===== src/rtl/key_request_capture_4ch.sv =====
// Four-line request front end: 2-flop synchronizer, per-line debouncer, priority capture
// held as a registered one-hot pattern with a valid/ack handshake and sticky missed flag.
module key_request_capture_4ch #(
    parameter int DEBOUNCE_CYCLES = 4
) (
    input  logic clk,
    input  logic rst,
    input  logic r0,
    input  logic r1,
    input  logic r2,
    input  logic r3,
    input  logic ack,
    output logic d0,
    output logic d1,
    output logic d2,
    output logic d3,
    output logic valid,
    output logic missed
);
    localparam int CW = (DEBOUNCE_CYCLES > 1) ? $clog2(DEBOUNCE_CYCLES) : 1;
    localparam logic [CW-1:0] CNT_MAX = CW'(DEBOUNCE_CYCLES - 1);

    typedef enum logic [1:0] {IDLE, HOLD, WAIT_RELEASE} state_t;

    state_t          state, state_nxt;
    logic [3:0]      raw, s1, s, db, db_nxt;
    logic [3:0]      d, d_nxt;
    logic            valid_nxt, missed_nxt;
    logic [CW-1:0]   cnt [4];
    logic [CW-1:0]   cnt_nxt [4];

    assign raw = {r3, r2, r1, r0};

    always_ff @(posedge clk or posedge rst) begin
        if (rst) begin
            s1     <= '0;
            s      <= '0;
            db     <= '0;
            for (int unsigned i = 0; i < 4; i++) cnt[i] <= '0;
            state  <= IDLE;
            d      <= '0;
            valid  <= 1'b0;
            missed <= 1'b0;
        end else begin
            s1     <= raw;
            s      <= s1;
            db     <= db_nxt;
            for (int unsigned i = 0; i < 4; i++) cnt[i] <= cnt_nxt[i];
            state  <= state_nxt;
            d      <= d_nxt;
            valid  <= valid_nxt;
            missed <= missed_nxt;
        end
    end

    always_comb begin
        db_nxt = db;
        for (int unsigned i = 0; i < 4; i++) begin
            cnt_nxt[i] = '0;
            if (s[i] != db[i]) begin
                if (cnt[i] == CNT_MAX) db_nxt[i] = s[i];
                else                   cnt_nxt[i] = cnt[i] + 1'b1;
            end
        end
    end

    // Rise detection uses db_nxt so missed asserts on the same edge the other line debounces.
    always_comb begin
        state_nxt  = state;
        d_nxt      = d;
        valid_nxt  = valid;
        missed_nxt = missed;
        case (state)
            IDLE: begin
                d_nxt      = '0;
                valid_nxt  = 1'b0;
                missed_nxt = 1'b0;
                if (|db) begin
                    valid_nxt = 1'b1;
                    state_nxt = HOLD;
                    if (db[3])      d_nxt = 4'b1000;
                    else if (db[2]) d_nxt = 4'b0100;
                    else if (db[1]) d_nxt = 4'b0010;
                    else            d_nxt = 4'b0001;
                end
            end
            HOLD: begin
                if (ack) begin
                    d_nxt      = '0;
                    valid_nxt  = 1'b0;
                    missed_nxt = 1'b0;
                    state_nxt  = WAIT_RELEASE;
                end else if (|(db_nxt & ~db & ~d)) begin
                    missed_nxt = 1'b1;
                end
            end
            WAIT_RELEASE: begin
                d_nxt      = '0;
                valid_nxt  = 1'b0;
                missed_nxt = 1'b0;
                if (db == 4'b0000) state_nxt = IDLE;
            end
            default: begin
                d_nxt      = '0;
                valid_nxt  = 1'b0;
                missed_nxt = 1'b0;
                state_nxt  = IDLE;
            end
        endcase
    end

    assign d0 = d[0];
    assign d1 = d[1];
    assign d2 = d[2];
    assign d3 = d[3];

endmodule


===== config.mk =====
export PLATFORM = sky130hd
export DESIGN_NAME = key_request_capture_4ch
export DESIGN_NICKNAME = d
export VERILOG_FILES = /design/src/rtl/key_request_capture_4ch.sv
export SDC_FILE = /design/constraint.sdc
export NUM_CORES = 1
export LEC_CHECK = 0
export ABC_AREA = 1
export CAP_MARGIN = 5
export CORE_ASPECT_RATIO = 1.1
export CORE_MARGIN = 4
export CORE_UTILIZATION = 56
export DETAILED_ROUTE_END_ITERATION = 6
export PLACE_DENSITY = 0.8
export RECOVER_POWER = 100
export SYNTH_ARGS = -nofsm -noshare
export SYNTH_HDL_FRONTEND = slang
export SYNTH_SLANG_ARGS = --single-unit

===== constraint.sdc =====
create_clock -name clk -period 1.6 [get_ports clk]
set_input_delay 0.32 -clock clk [delete_from_list [all_inputs] [get_ports clk]]
set_output_delay 0.32 -clock clk [all_outputs]
set_load 0.005 [all_outputs]

==> metrics.md, run 1 <==
| Metric | Value |
|---|---|
| Status | `finished clean` |
| Io pins | `13` |
| Total power | `2.04 mW` |
| Worst Tran Pin Value | `0.667 ns` |
| Core area | `0.00180 mm2` |
| Met2 routed WL | `848 um` |
| Initial Util | `59.5%` |
| Critical path cell sequence | `clkdlybuf4s50_1` |
| VDD IR-drop max | `0.877 mV` |
| Placed cell area | `0.00122 mm2` |
| Finish-stage setup viols | `0` |
| Worst R2R Path Depth | `7` |
| Area leader, netlist | `dfrtp_1` |
| Largest net degree at the start of global routing | `29` |
| Synthesized flop and latch total | `28` |
| Htree depth | `1` |
| Antenna Nets Post-Route | `0` |
| DRT met1 WL | `703 um` |
| Crit. Startpoint | `d[1]` |
| Critical path depth in cells | `1` |
| Final #Nets | `130` |
| GPL Wtd Cong | `0.776` |
| WP data arrival | `1.19 ns` |
| Row cnt | `16` |
| Clk sinks | `28` |
| GRT Resource Usage Total | `14.8%` |
| Crit Path Category | `flip-flop to output port` |
| Max FO, Critical Path | `2` |
| Area fraction of the dominant cell type after synthesis | `65.3%` |
| Critical Path RT | `1.28 ns` |
| Lkg Pwr | `0.638 nW` |
| Drt initial violations | `7` |
| Die span in y | `53.9 um` |
| Relative slew slack | `55.5%` |
| CP bufs+invs | `1` |
| Power per cell area | `1620 mW/mm2` |
| Clock Tree Buf Depth | `2` |
| Post-synthesis net count | `111` |
| Total number of vias | `707` |
| Synthesized area | `0.00107 mm2` |
| Area Overhead vs Synth | `17.3%` |
| HP Class | `flip-flop to flip-flop` |
| CTS tree | `done` |
| Fin crit share | `94.7%` |
| Die X | `49.7 um` |
| Critical path's slowest cell | `clkdlybuf4s50_1` |
| First-pass GRT wire length | `2890 um` |
| Critical Path End Type | `output port` |
| First-pass detailed-route iteration total | `3` |
| PortBufs | `12` |
| Synth Area per Inst | `10.7 um2` |
| Total wire length | `1650 um` |
| Met3 routed WL | `66 um` |
| Post-Synthesis Cells | `100` |
| Routed len/inst | `12.1 um` |
| Seq/Total Area, Yosys | `65.3%` |
| Die ar. | `0.00268 mm2` |
| Maxcap violations | `0` |
| FILL cells | `137` |
| Family with the most delay on the worst path | `buffers and inverters` |
| Top cells by area, synth | `dfrtp_1, nand2_1, inv_1, ha_1, nor2_1` |
| Most frequent cells in the layout | `dfrtp_1, nand2_1, inv_1, nor2_1, o21ai_0` |
| Maximum clock rate | `0.660 GHz` |
| Setup total negative slack | `0 ns` |
| Yosys warnings | `0` |
| RSZ-0062 raised after global routing | `no` |
| Largest stage delay on the critical path | `0.50 ns` |
| FF-to-FF Start | `cnt[0]` |
| Layout cells sized above 1 | `6.78%` |
| Vias per Instance | `5.20` |
| Insertion delay to the later sink of the worst-skew pair | `0.32 ns` |
| Register clock-pin slew on the reported worst setup and hold paths | `0.14 ns` |
| Final hold violations | `0` |
| DR top layer | `met4` |
| Clk_skew | `0.00259 ns` |
| Most common cell after layout, fill and taps aside | `dfrtp_1` |
| Pins Over Slew Limit | `0` |
| Grt total ovfl | `0` |
| Library cells used by synthesis | `15` |
| Reg2reg end | `missed` |
| HPWL after DPL | `1220 um` |
| Crit start category | `flip-flop` |
| Initial antenna violation count | `0` |
| # DRC | `0` |
| Setup slack, reg-to-reg | `0.45 ns` |
| Clk root buf | `clkbuf_4` |
| Final core occ | `69.8%` |
| Cts bufs inserted | `3` |
| Vias in the first global route | `708` |
| CP Capture Point | `d1` |
| Final min period | `1.51 ns` |
| Hold Slack | `0.366 ns` |
| Post-route cell area | `0.00126 mm2` |
| Cts-stage hold buffer count | `0` |
| Antenna cells | `0` |
[where the power goes]
part / total [mW] / leakage (nW) / switching (mW) / internal (mW)
sequential: 1.06 / 0.352 / 0.143 / 0.918
combinational: 0.646 / 0.265 / 0.352 / 0.295
clock: 0.332 / 0.0210 / 0.193 / 0.139
total: 2.04 / 0.638 / 0.687 / 1.35
[Yosys cell counts]
cell type and count:
o21ai_0 6, ha_1 4, o22ai_2 1, dfrtp_1 28, o21ai_1 1, nor3_1 4, nor2_1 11, o21bai_1 1
nor3_4 1, inv_2 1, nand4_1 2, inv_1 15, xnor2_1 4, nand3_1 2, nand2_1 19
[worst min-delay path by stage]
| stage | startpoint | endpoint | slack (ns) | depth (start not counted) |
|---|---|---|---|---|
| 2_1_floorplan | s1[0] | s[0] | 0.33 | 0 |
| 3_3_place_gp | s1[3] | s[3] | 0.33 | 0 |
| 3_5_place_dp | s1[2] | s[2] | 0.34 | 0 |
| 4_1_cts | rst | s1[2] | 0.34 | 3 |
| 5_1_grt | s1[0] | s[0] | 0.38 | 0 |
| 6_report | s1[2] | s[2] | 0.37 | 0 |
[kinds of logic (layout without fill, tap and decap cells)]
family	count (synthesis)	count (layout)	share of synthesized area [%]
AND/OR/NAND/NOR	39	39	16.0
flip-flops	28	28	65.3
buffers and inverters	16	34	5.60
AO/OA/AOI/OAI	9	9	5.13
adder cells (fa/ha/maj)	4	4	4.67
XOR/XNOR	4	4	3.27
[flip-flops by register name, indices dropped and copies added (netlist names)]
register / flops
missed: 1
cnt: 8
valid: 1
db: 4
s1: 4
state: 2
d: 4
s: 4
[layer usage]
layer	up-vias	global-route usage [%]
met1	340	16.7
li1	349	-
met2	14	26.0
met4	0	10.1
met5	-	0
met3	4	2.77
[layout make-up]
type / count / area, um2 / share of cell area (%)
inverter: 16 / 60.1 / 4.78
timing repair buffer: 14 / 133 / 10.5
sequential: 28 / 701 / 55.7
tap: 18 / 22.5 / 1.79
multi-input combinational: 56 / 305 / 24.3
clock buffer: 4 / 36.3 / 2.89
[through the flow]
stage                     instances  worst slack (ns)
final                           136            0.0852
after global routing            136            0.0144
after CTS                       135            0.0115
after detailed placement        131             0.279
after global placement          131             0.299
after floorplan                 100             0.592
[timing repair]
| action | CTS | global route |
|---|---|---|
| setup buffers | 0 | 1 |
| endpoints found under the setup margin | 0 | 3 |
| resized for setup | 0 | 2 |
(Power assumes the default switching activity.)
==> inputs of run 2 (changes only) <==
--- a/config.mk
+++ b/config.mk
@@ -6,6 +6,7 @@
 export NUM_CORES = 1
 export LEC_CHECK = 0
 export ABC_AREA = 1
+export ABC_CLOCK_PERIOD_IN_PS = 1600
 export CAP_MARGIN = 5
 export CORE_ASPECT_RATIO = 1.1
 export CORE_MARGIN = 4
==> results of run 2 <==
The final DEF is identical to that of run 1; final timing and power are the same.
